File: src/rtl/fpu_shift_pkg.sv
// Shared types and size helpers for the pipelined FPU barrel shifter.
package fpu_shift_pkg;

  typedef enum logic [1:0] {
    SH_LRL  = 2'b00,
    SH_ARL  = 2'b01,
    SH_FILL = 2'b10,
    SH_LL   = 2'b11
  } shift_mode_e;

  function automatic int levels_f(input int width);
    return $clog2(width);
  endfunction

  function automatic int stages_f(input int width, input int lps);
    return (levels_f(width) + lps - 1) / lps;
  endfunction

endpackage

File: src/rtl/fpu_shift_level.sv
// One 2^K right-shift level: vacated bits take fill, dropped bits feed sticky.
// Sticky OR is only built when FPU_SHIFT_STICKY_EN is defined.
module fpu_shift_level #(
  parameter int WIDTH = 32,
  parameter int K     = 0
) (
  input  logic [WIDTH-1:0] data_in,
  input  logic             enable,
  input  logic             fill,
  input  logic             sticky_in,
  output logic [WIDTH-1:0] data_out,
  output logic             sticky_out
);
  localparam int S = 1 << K;

  assign data_out = enable ? {{S{fill}}, data_in[WIDTH-1:S]} : data_in;

`ifdef FPU_SHIFT_STICKY_EN
  assign sticky_out = sticky_in | (enable & (|data_in[S-1:0]));
`else
  assign sticky_out = sticky_in;
`endif

endmodule

File: src/rtl/fpu_pipe_shifter.sv
// Elastic pipelined barrel shifter (logical/arith/fill right, logical left).
// Define FPU_SHIFT_STICKY_EN to compute o_sticky; otherwise it is tied to 0.
module fpu_pipe_shifter
  import fpu_shift_pkg::*;
#(
  parameter int WIDTH            = 32,
  parameter int AMT_W            = 8,
  parameter int LEVELS_PER_STAGE = 2,
  parameter int TAG_W            = 4
) (
  input  logic             i_clk,
  input  logic             i_rst_n,
  input  logic             i_valid,
  output logic             o_ready,
  input  logic [WIDTH-1:0] i_data,
  input  logic [AMT_W-1:0] i_amt,
  input  logic [1:0]       i_mode,
  input  logic             i_new_bit,
  input  logic [TAG_W-1:0] i_tag,
  output logic             o_valid,
  input  logic             i_ready,
  output logic [WIDTH-1:0] o_data,
  output logic             o_sticky,
  output logic [TAG_W-1:0] o_tag
);
  localparam int LEVELS = levels_f(WIDTH);
  localparam int STAGES = stages_f(WIDTH, LEVELS_PER_STAGE);
  localparam int LPS    = LEVELS_PER_STAGE;
  localparam logic [AMT_W:0] WIDTH_C = (AMT_W+1)'(WIDTH);

  typedef struct packed {
    logic              valid;
    logic [WIDTH-1:0]  data;
    logic [LEVELS-1:0] amt;
    shift_mode_e       mode;
    logic              fill;
    logic              sticky;
    logic [TAG_W-1:0]  tag;
  } stage_t;

  stage_t            acc;
  stage_t            last;
  logic              sat;
  logic [WIDTH-1:0]  data_rev;
  logic [WIDTH-1:0]  last_rev;
  logic [STAGES-1:0] vld;
  logic [STAGES:0]   rdy;
  logic              unused_last;

  // Left shifts run as right shifts on the bit-reversed operand.
  assign data_rev = {<<{i_data}};
  assign sat      = {1'b0, i_amt} >= WIDTH_C;

  always_comb begin
    acc       = '0;
    acc.valid = i_valid;
    acc.mode  = shift_mode_e'(i_mode);
    acc.tag   = i_tag;
    case (acc.mode)
      SH_ARL:  acc.fill = i_data[WIDTH-1];
      SH_FILL: acc.fill = i_new_bit;
      default: acc.fill = 1'b0;
    endcase
    if (sat) begin
      // Saturated beats flow through with zero amount so latency is unchanged.
      acc.data = {WIDTH{acc.fill}};
      acc.amt  = '0;
`ifdef FPU_SHIFT_STICKY_EN
      acc.sticky = |i_data;
`endif
    end else begin
      acc.data = (acc.mode == SH_LL) ? data_rev : i_data;
      acc.amt  = i_amt[LEVELS-1:0];
    end
  end

  always_comb begin
    rdy[STAGES] = i_ready;
    for (int s = STAGES-1; s >= 0; s--)
      rdy[s] = !vld[s] | rdy[s+1];
  end

  for (genvar s = 0; s < STAGES; s++) begin : g_stage
    stage_t src;
    stage_t nxt;
    stage_t q;

    if (s == 0) begin : g_src0
      assign src = acc;
    end else begin : g_srcn
      assign src = g_stage[s-1].q;
    end

    for (genvar j = 0; j < LPS; j++) begin : g_lvl
      logic [WIDTH-1:0] din;
      logic [WIDTH-1:0] dout;
      logic             sin;
      logic             sout;

      if (j == 0) begin : g_first
        assign din = src.data;
        assign sin = src.sticky;
      end else begin : g_next
        assign din = g_lvl[j-1].dout;
        assign sin = g_lvl[j-1].sout;
      end

      if (s*LPS + j < LEVELS) begin : g_on
        fpu_shift_level #(.WIDTH(WIDTH), .K(s*LPS + j)) u_lvl (
          .data_in   (din),
          .enable    (src.amt[s*LPS + j]),
          .fill      (src.fill),
          .sticky_in (sin),
          .data_out  (dout),
          .sticky_out(sout)
        );
      end else begin : g_off
        assign dout = din;
        assign sout = sin;
      end
    end

    always_comb begin
      nxt        = src;
      nxt.data   = g_lvl[LPS-1].dout;
      nxt.sticky = g_lvl[LPS-1].sout;
    end

    always_ff @(posedge i_clk or negedge i_rst_n) begin
      if (!i_rst_n)    q <= '0;
      else if (rdy[s]) q <= nxt;
    end

    assign vld[s] = q.valid;
  end

  assign last     = g_stage[STAGES-1].q;
  assign last_rev = {<<{last.data}};

  assign o_ready = rdy[0];
  assign o_valid = last.valid;
  assign o_tag   = last.tag;
  assign o_data  = (last.mode == SH_LL) ? last_rev : last.data;
`ifdef FPU_SHIFT_STICKY_EN
  assign o_sticky = last.sticky;
`else
  assign o_sticky = 1'b0;
`endif

  assign unused_last = ^{last.amt, last.fill, last.sticky};

endmodule

File: config.mk
export PLATFORM = sky130hd
export DESIGN_NAME = fpu_pipe_shifter
export DESIGN_NICKNAME = d
export VERILOG_FILES = /design/src/rtl/fpu_shift_pkg.sv /design/src/rtl/fpu_shift_level.sv /design/src/rtl/fpu_pipe_shifter.sv
export SDC_FILE = /design/constraint.sdc
export NUM_CORES = 1
export LEC_CHECK = 0
export BUFFER_PORTS_ARGS = -buffer_cell sky130_fd_sc_hd__buf_2
export CAP_MARGIN = 20
export CORE_AREA = 2 2 122 148
export CTS_CLUSTER_SIZE = 10
export DETAILED_ROUTE_END_ITERATION = 7
export DIE_AREA = 0 0 124 150
export PLACE_DENSITY = 0.71
export SLEW_MARGIN = 25
export SYNTH_ARGS = -nofsm -noshare
export SYNTH_HDL_FRONTEND = slang
export SYNTH_HIERARCHICAL = 1
export SYNTH_SLANG_ARGS = --single-unit
export TNS_END_PERCENT = 5
File: constraint.sdc
create_clock -name i_clk -period 1.6 [get_ports i_clk]
set_clock_uncertainty 0.1 [all_clocks]
set_input_delay 0.16 -clock i_clk [delete_from_list [all_inputs] [get_ports i_clk]]
set_output_delay 0.16 -clock i_clk [all_outputs]
set_load 0.005 [all_outputs]
==> key figures, run 1 <==
Clock network
  – H-tree depth: 4
  – Number of buffers created by CTS: 17
  – Clock slew at reported path FFs: 0.06 ns
  – Clk_lat worst skew: 0.41 ns
  – CTS Root Cell: clkbuf_16
  – CTS tree: done
  – CTS max path bufs: 2
  – Clock sinks: 123

Floorplanning
  – I/O pin total: 90
  – Die width: 124 um
  – Core Region: 17200 um^2
  – DIE AREA: 18600 um^2
  – # rows: 53
  – Starting density of the core: 48.4%
  – Die span in y: 150 um

Timing
  – WHS: 0.0709 ns
  – Final setup fails: 65
  – Tmin final: 1.89 ns
  – Fin. Hold Viols: 0
  – Pins over their slew limit: 0
  – Setup slack after layout: -0.290 ns
  – RSZ-0062 raised after global routing: yes
  – Worst slew pin tran: 0.575 ns
  – Rel. slew slack: 61.6%
  – Fmax: 529 MHz
  – Final period util: 118%

Placement
  – I/O Buffers: 88
  – Routability Congestion: 0.791
  – Detailed Place HPWL: 11.9 mm
  – Setup slack at placement: -0.525 ns
  – DP Area: 9030 um^2

Cells and area
  – Antenna cells: 0
  – Cell area after layout: 10300 um^2
  – Layout Nets: 813
  – Share of cells above drive strength 1: 59.8%
  – Post-Route Utilization: 60.0%
  – Filler instances: 1332
  – Syn-to-layout area delta: 24.1%

Flow run
  – Max capacitance violation total: 0

Drt
  – Starting DRT DRC Count: 298
  – DR vias: 5158
  – Total Wirelength: 16.4 mm
  – Average via count per standard cell: 5.20
  – # DRC: 0
  – First drt pass iteration count: 4
  – WL/cell: 16.5 um
  – Detail Route Antenna Nets: 0

Power
  – Switching share of power: 27.2%
  – P_sw: 3220 uW
  – Overall power: 11800 uW
  – Int Power: 8620 uW
  – Worst VDD drop: 0.791 mV
  – Part of the power in registers: 35.0%
  – Pwr Density: 1140 nW/um^2
  – Clock power share: 32.7%
  – Logic gate share of total power: 32.3%
  – LEAKAGE: 0.00509 uW

Synth
  – Mapped Avg Cell Area: 12.7 um^2
  – Gate Count Post-Synth: 656
  – Syn. warnings: 6
  – Net Count, Synth: 710
  – Synthesized area: 8340 um^2

Global routing
  – GRT Total Usage: 18.1%
  – Initial antenna violation count: 0
  – Largest net degree at the start of global routing: 49
  – Vias in the first global route: 5342
  – Grt ovf: 0
  – First-pass GRT wire length: 26.4 mm

Outcome
  – Status: complete, but fails checks
  – Failing checks: negative setup slack

Setup path
  – CP max FO: 8
  – CP Launch Type: flip-flop
  – Arrival @ worst endpoint: 1.63 ns
  – CP Capture Type: output port
  – Kind of critical path: flip-flop to output port
  – Worst EP required: 1.34 ns

Min path
  – Hold Path Class: input pin to flip-flop
-- flip-flops by register name, summed over array words and instances (netlist names) --
register,count
o_tag,4
o_valid,1
g_stage.q,54
g_stage.g_lvl.din,64
-- layout by cell type (no fill, tap or decap), types with 3 or more instances in the layout --
master         instances
nand2b_1               4
mux2_2                52
buf_6                 34
mux2i_2                3
buf_12                13
nand3_1                3
a21oi_2               11
a21oi_1               21
nand2_1              115
dlygate4sd3_1         10
buf_2                 54
clkinv_4               3
inv_6                  6
mux2_4               218
clkbuf_16             17
mux2i_1               28
dfrtp_1              122
buf_16                 3
buf_4                 27
-- worst paths after layout --
check	startpoint	endpoint	slack (ns)	cells after the start
max	g_stage[2].q[7]$_DFFE_PN0P_	o_data[4]	-0.29	5
min	i_mode[1]	g_stage[0].q[7]$_DFFE_PN0P_	0.07	4
max in group asynchronous	i_rst_n	g_stage[1].q[12]$_DFFE_PN0P_	0.73	3
max reg2reg	g_stage[0].q[10]$_DFFE_PN0P_	g_stage[2].g_lvl[0].din[15]$_DFFE_PN0P_	-0.15	4
min reg2reg	g_stage[0].q[45]$_DFFE_PN0P_	g_stage[1].q[45]$_DFFE_PN0P_	0.36	1
min in group asynchronous	i_rst_n	g_stage[2].q[39]$_DFFE_PN0P_	0.10	2
-- layout make-up --
cell class	count	area (um^2)	area share [%]
clock buffers	19	453	4.38
well taps	220	275	2.66
multi-input cells	473	5070	49.0
inverters	3	21.3	0.206
repair buffers	141	1300	12.6
flip-flops and latches	123	3080	29.8
clock inverters	13	154	1.49
-- layer usage --
layer / vias to the layer above / share of wire, % / track usage (%)
met5: - / 0 / 0
met4: 0 / 1.6 / 5.11
met3: 19 / 3.2 / 3.54
met2: 99 / 54 / 34.0
met1: 2536 / 41 / 20.4
li1: 2504 / - / -
-- power groups by stage --
stage,clock network [uW],registers [uW],logic (uW)
3_5_place_dp,0,4170,2970
5_1_grt,4080,4230,4110
4_1_cts,3930,4150,3820
3_3_place_gp,0,4120,2890
2_1_floorplan,0,3990,2280
6_report,3870,4140,3820
-- repair_timing --
| item | in CTS | in global routing |
|---|---|---|
| gates resized for setup | 106 | 11 |
| endpoints found under the setup margin | 94 | 88 |
| pin swaps | 3 | 1 |
| endpoints found under the hold margin | 132 | 0 |
| hold buffers | 10 | 0 |
| setup buffers | 4 | 0 |
| cloned | 3 | 0 |
-- critical path: stages, from the launching register on --
cell,delay (ns)
dfrtp_1,0.40
nand2_4,0.10
buf_6,0.13
buf_12,0.15
mux2_4,0.31
buf_6,0.12
-- metrics by stage --
step	cells	setup TNS [ns]
2_1_floorplan	656	-6.21
3_3_place_gp	944	-16.53
3_5_place_dp	944	-18.59
4_1_cts	992	-12.82
5_1_grt	992	-16.17
6_report	992	-12.57
Note: power is estimated with default switching activity, not from simulation.
==> run 2: changes to the inputs <==
==> constraint.sdc (replaced) <==
create_clock -name i_clk -period 1.6 [get_ports i_clk]
set_clock_uncertainty 0.1 [all_clocks]
set_input_delay 0 -clock i_clk [delete_from_list [all_inputs] [get_ports i_clk]]
set_output_delay 0 -clock i_clk [all_outputs]
set_load 0.005 [all_outputs]
==> key figures, run 2 (synthesis gave the netlist of run 1 again) <==
Timing
  – Fmax: 579 MHz (+9.3%)
  – Tmin final: 1.73 ns (-0.162 ns)
  – Worst slew pin tran: 0.579 ns (+0.00380 ns)
  – RSZ-0062 raised after global routing: yes
  – Setup slack after layout: -0.129 ns (+0.162 ns)
  – Final period util: 108% (-10 points)
  – Final setup fails: 65 (unchanged)
  – Pins over their slew limit: 0 (unchanged)
  – Fin. Hold Viols: 0 (unchanged)
  – Rel. slew slack: 61.4% (-0.25 points)

Setup path
  – CP max FO: 17 (+9)
  – CP Capture Type: flip-flop
  – Kind of critical path: flip-flop to flip-flop
  – Worst Setup EP: g_stage[2].g_lvl[0].din[2]$_DFFE_PN0P_
  – FF-to-FF setup slack: -0.13 ns (+0.02 ns)
  – CP Launch Type: flip-flop
  – Worst reg2reg path depth: 4 (unchanged)
  – Crit Reg-Reg Startpoint: g_stage[0].q[10]$_DFFE_PN0P_
  – R2R Path End: g_stage[2].g_lvl[0].din[2]$_DFFE_PN0P_
  – Worst EP required: 1.79 ns (+0.45 ns)
  – Setup crit start: g_stage[0].q[10]$_DFFE_PN0P_
  – Arrival @ worst endpoint: 1.92 ns (+0.29 ns)

Power
  – Overall power: 11400 uW (-3.3%)
  – Pwr Density: 1140 nW/um^2 (-0.59%)
  – Worst VDD drop: 0.948 mV (+20%)
  – LEAKAGE: 0.00499 uW (-2.0%)

Cells and area
  – Most frequent cells in the layout: mux2_4, dfrtp_1, nand2_1, buf_2, mux2_2
  – Cell area after layout: 10100 um^2 (-2.7%)
  – Antenna cells: 0 (unchanged)
  – Syn-to-layout area delta: 20.7%
  – Non-filler cells, final: 988 (-0.40%)
  – Layout Nets: 811 (-0.25%)
  – Commonest non-fill, non-tap cell in the layout: mux2_4
  – Filler instances: 1363 (+2.3%)
  – Flip-flop count of the largest register after layout: 64 (unchanged)
  – Share of cells above drive strength 1: 56.5% (-3.3 points)

Floorplanning
  – Die span in y: 150 um (unchanged)
  – Starting density of the core: 48.4% (unchanged)
  – Core Region: 17200 um^2 (unchanged)
  – DIE AREA: 18600 um^2 (unchanged)
  – Die width: 124 um (unchanged)
  – # rows: 53 (unchanged)
  – I/O pin total: 90 (unchanged)

Global routing
  – Vias in the first global route: 5330 (-0.22%)
  – First-pass GRT wire length: 26.5 mm (+0.42%)
  – GRT Total Usage: 18.1% (+0.061 points)
  – Grt ovf: 0 (unchanged)
  – Largest net degree at the start of global routing: 47 (-4.1%)
  – Initial antenna violation count: 0 (unchanged)

Placement
  – Routability Congestion: 0.766 (-3.2%)
  – Setup slack at placement: -0.381 ns (+0.145 ns)
  – Dpl cells: 943 (-0.11%)
  – I/O Buffers: 88 (unchanged)
  – DP Area: 9040 um^2 (+0.15%)
  – Detailed Place HPWL: 11.7 mm (-1.7%)

Clock network
  – CTS max path bufs: 2 (unchanged)
  – Clock slew at reported path FFs: 0.05 ns (about the same)
  – CTS Root Cell: clkbuf_16
  – CTS tree: done
  – Clock sinks: 123 (unchanged)
  – Clk_lat worst skew: 0.41 ns (about the same)
  – H-tree depth: 4 (unchanged)
  – Number of buffers created by CTS: 17 (unchanged)

Drt
  – # DRC: 0 (unchanged)
  – First drt pass iteration count: 4 (unchanged)
  – Starting DRT DRC Count: 238 (-20%)
  – Detail Route Antenna Nets: 0 (unchanged)
  – DR vias: 5147 (-0.21%)
  – WL/cell: 16.6 um (+1.0%)
  – Total Wirelength: 16.5 mm (+0.61%)
  – Average via count per standard cell: 5.21 (+0.19%)

Min path
  – Hold path start: i_ready
  – Hold Path Class: input pin to flip-flop
  – Hold Path Depth: 4 (unchanged)

Outcome
  – Status: complete, but fails checks
  – Failing checks: negative setup slack

Flow run
  – Max capacitance violation total: 0 (unchanged)
-- run 2: changes by cell type in the layout (fill, tap and decap cells not counted), sizes merged --
cell / delta
clkbuf: +3
buf: -6
dlygate4sd3: +3
clkinv: +1
inv: -6
bufinv: +2
clkinvlp: -1
-- run 2: per-stage QoR --
stage                     setup TNS, ns  utilization (%)  hold slack (ns)
after floorplan                   -3.79                -           -0.396
after global placement           -10.43             52.5           -0.145
after detailed placement         -14.11             52.5           -0.143
after CTS                         -6.97             57.1           0.0754
after global routing              -8.68             58.4            0.117
final                             -5.99             58.4           0.0842
-- run 2: critical path, cell delays in order, from the launching register on --
cell	delay, ns
dfrtp_2	0.43
buf_12	0.20
mux2_4	0.33
mux2_4	0.28
mux2_4	0.27
-- run 2: cell type report --
cell class,count,area [um^2],share of cell area (%)
multi-input cells,473,4910,48.8
flip-flops and latches,123,3080,30.6
repair buffers,139,1200,11.9
clock buffers,21,440,4.38
well taps,220,275,2.74
clock inverters,9,148,1.47
inverters,3,16.3,0.162
-- run 2: worst min path at each step --
stage / to / slack (ns)
floorplan: g_stage[0].q[0]$_DFFE_PN0P_ / -0.40
global placement: g_stage[2].q[39]$_DFFE_PN0P_ / -0.14
detailed placement: g_stage[2].q[39]$_DFFE_PN0P_ / -0.14
CTS: o_valid$_DFFE_PN0P_ / 0.08
global route: o_valid$_DFFE_PN0P_ / 0.12
finish: o_valid$_DFFE_PN0P_ / 0.08
-- run 2: per-layer routing --
metal,vias up,wire length (um),global-route usage (%)
li1,2487,-,-
met1,2512,6870,20.9
met2,112,8490,32.4
met3,36,516,2.93
met4,0,575,8.60
met5,-,0,0
-- run 2: repair_timing --
item,4_1_cts,5_1_grt
hold buffers,13,0
setup endpoints to repair,65,82
gates cloned,1,1
buffers inserted,0,0
hold endpoints to repair,133,0
resized for setup,16,41
-- run 2: where the power goes --
group / switching [uW] / total (uW) / internal [uW]
Clock: 1270 / 3850 / 2570
Sequential: 477 / 4160 / 3680
Combinational: 1190 / 3440 / 2250
Total: 2940 / 11400 / 8500
==> run 3: changes to the inputs <==
--- a/config.mk
+++ b/config.mk
@@ -5,13 +5,15 @@
 export SDC_FILE = /design/constraint.sdc
 export NUM_CORES = 1
 export LEC_CHECK = 0
+export ABC_AREA = 1
 export BUFFER_PORTS_ARGS = -buffer_cell sky130_fd_sc_hd__buf_2
 export CAP_MARGIN = 20
-export CORE_AREA = 2 2 122 148
+export CORE_AREA = 2 2 120 145
 export CTS_CLUSTER_SIZE = 10
 export DETAILED_ROUTE_END_ITERATION = 7
-export DIE_AREA = 0 0 124 150
+export DIE_AREA = 0 0 122 147
 export PLACE_DENSITY = 0.71
+export REMOVE_ABC_BUFFERS = 1
 export SLEW_MARGIN = 25
 export SYNTH_ARGS = -nofsm -noshare
 export SYNTH_HDL_FRONTEND = slang
==> key figures, run 3 <==
Outcome
  – Status: completed

Clock network
  – CTS tree: done
  – Clock slew at reported path FFs: 0.06 ns (about the same)
  – Clock sinks: 123 (unchanged)
  – CTS Root Cell: clkbuf_16
  – Number of buffers created by CTS: 17 (unchanged)
  – Clk_lat worst skew: 0.41 ns (about the same)
  – CTS max path bufs: 2 (unchanged)
  – H-tree depth: 4 (unchanged)

Drt
  – # DRC: 0 (unchanged)
  – Average via count per standard cell: 4.75 (-8.9%)
  – Detail Route Antenna Nets: 0 (unchanged)
  – WL/cell: 11.3 um (-32%)
  – Starting DRT DRC Count: 566 (+140%)
  – Total Wirelength: 17.4 mm (+5.9%)
  – DR vias: 7329 (+42%)
  – First drt pass iteration count: 5 (+1)

Global routing
  – First-pass GRT wire length: 29.7 mm (+12%)
  – Vias in the first global route: 6523 (+22%)
  – Grt ovf: 0 (unchanged)
  – Largest net degree at the start of global routing: 72 (+53%)
  – Initial antenna violation count: 0 (unchanged)
  – GRT Total Usage: 20.1% (+2.0 points)

Floorplanning
  – DIE AREA: 17900 um^2 (-3.6%)
  – Die width: 122 um (-1.6%)
  – Starting density of the core: 48.0% (-0.31 points)
  – I/O pin total: 90 (unchanged)
  – Die span in y: 147 um (-2.0%)
  – # rows: 52 (-1.9%)
  – Core Region: 16600 um^2 (-3.8%)

Power
  – Worst VDD drop: 0.773 mV (-18%)
  – Pwr Density: 1060 nW/um^2 (-6.6%)
  – Logic gate share of total power: 21.2% (-8.9 points)
  – LEAKAGE: 0.00530 uW (+6.4%)
  – Part of the power in registers: 39.3% (+3.0 points)
  – P_sw: 3070 uW (+4.4%)
  – Clock power share: 39.5% (+5.9 points)
  – Switching share of power: 31.3% (+5.6 points)
  – Int Power: 6730 uW (-21%)
  – Overall power: 9810 uW (-14%)

Timing
  – Pins over their slew limit: 0 (unchanged)
  – Fmax: 651 MHz (+12%)
  – Worst slew pin tran: 0.518 ns (-0.0614 ns)
  – Fin. Hold Viols: 0 (unchanged)
  – Final period util: 96.0% (-12 points)
  – Rel. slew slack: 65.4% (+4.0 points)
  – Tmin final: 1.54 ns (-0.192 ns)
  – WHS: 0.0177 ns (-0.0664 ns)
  – RSZ-0062 raised after global routing: yes
  – Final setup fails: 0 (-100%)
  – Setup TNS: 0 ns (+5.99 ns)

Setup path
  – Kind of critical path: flip-flop to flip-flop
  – Arrival @ worst endpoint: 1.74 ns (-0.18 ns)
  – Worst EP required: 1.80 ns (about the same)
  – CP max FO: 3 (-14)
  – CP Launch Type: flip-flop
  – CP Capture Type: flip-flop

Placement
  – Dpl cells: 1493 (+58%)
  – Routability Congestion: 0.864 (+13%)
  – Detailed Place HPWL: 11.7 mm (-0.38%)
  – I/O Buffers: 88 (unchanged)

Cells and area
  – Layout Nets: 1369 (+69%)
  – Reg area: 3080 um^2 (about the same)
  – Multi-input logic area: 4020 um^2 (-18%)
  – Syn-to-layout area delta: 15.8%
  – Share of cells above drive strength 1: 14.3% (-42 points)
  – Antenna cells: 0 (unchanged)
  – Most frequent cells in the layout: nand2_1, dfrtp_1, o21ai_0, buf_2, inv_1
  – Filler instances: 1621 (+19%)
  – Commonest non-fill, non-tap cell in the layout: nand2_1
  – Non-filler cells, final: 1544 (+56%)
  – Flip-flop count of the largest register after layout: 64 (unchanged)

Synth
  – Syn. warnings: 6 (unchanged)
  – Synthesized area: 7970 um^2 (-4.4%)
  – Gate Count Post-Synth: 1252 (+91%)
  – Mapped Avg Cell Area: 6.37 um^2 (-50%)

Flow run
  – Max capacitance violation total: 0 (unchanged)

Min path
  – Hold Path Class: input pin to flip-flop
==> run 3: metrics by stage <==
stage	instance area, um^2	setup slack [ns]	util (%)
2_1_floorplan	7370	-1.12	-
6_report	9230	0.0634	55.6
3_5_place_dp	8410	0.0177	50.7
5_1_grt	9230	-0.0397	55.6
4_1_cts	9190	0.0254	55.4
3_3_place_gp	8410	0.0561	50.7
==> run 3: worst max-delay path: stages, from the launching register on <==
cell	delay [ns]
dfrtp_2	0.40
nand4_1	0.20
nand2_1	0.11
dlygate4sd3_1	0.56
nand2_1	0.05
==> run 3: final timing paths <==
check | slack [ns] | from | to | depth (start not counted)
setup / recovery | 0.06 | o_valid$_DFFE_PN0P_ | g_stage[0].q[3]$_DFFE_PN0P_ | 4
hold / removal | 0.02 | i_new_bit | g_stage[1].g_lvl[0].din[31]$_DFFE_PN0P_ | 7
setup reg to reg | 0.06 | o_valid$_DFFE_PN0P_ | g_stage[0].q[3]$_DFFE_PN0P_ | 4
hold reg to reg | 0.37 | g_stage[1].q[0]$_DFFE_PN0P_ | o_tag[0]$_DFFE_PN0P_ | 2
max in group asynchronous | 0.38 | i_rst_n | g_stage[2].g_lvl[0].din[0]$_DFFE_PN0P_ | 4
min in group asynchronous | 0.47 | i_rst_n | g_stage[1].q[1]$_DFFE_PN0P_ | 3
==> run 3: routing by layer <==
layer	global-route usage (%)	vias up	wire, um
li1	-	3935	-
met1	26.2	3228	8040
met2	34.8	151	8630
met3	2.76	15	508
met4	5.69	0	236
met5	0	-	0
==> run 3: power by group through the flow <==
stage	registers [uW]	logic [uW]	clock network, uW
5_1_grt	3920	2440	4070
2_1_floorplan	3850	1270	0
4_1_cts	3850	2070	3940
3_3_place_gp	3890	1980	0
3_5_place_dp	3900	2010	0
6_report	3850	2080	3870
==> run 3: repair_timing <==
item,4_1_cts,5_1_grt
gates resized for setup,1,4
cloned,0,1
hold buffers,17,0
endpoints found under the hold margin,140,0
setup endpoints to repair,1,24
setup buffers,1,0
pin swaps,1,0
==> run 3: area by class of cell <==
| type | instances | share of cell area, % |
|---|---|---|
| Sequential cell | 123 | 33.4 |
| Multi-Input combinational cell | 973 | 43.5 |
| Clock buffer | 17 | 4.61 |
| Inverter | 71 | 3.10 |
| Clock inverter | 15 | 1.88 |
| Tap cell | 216 | 2.93 |
| Timing Repair Buffer | 129 | 10.6 |
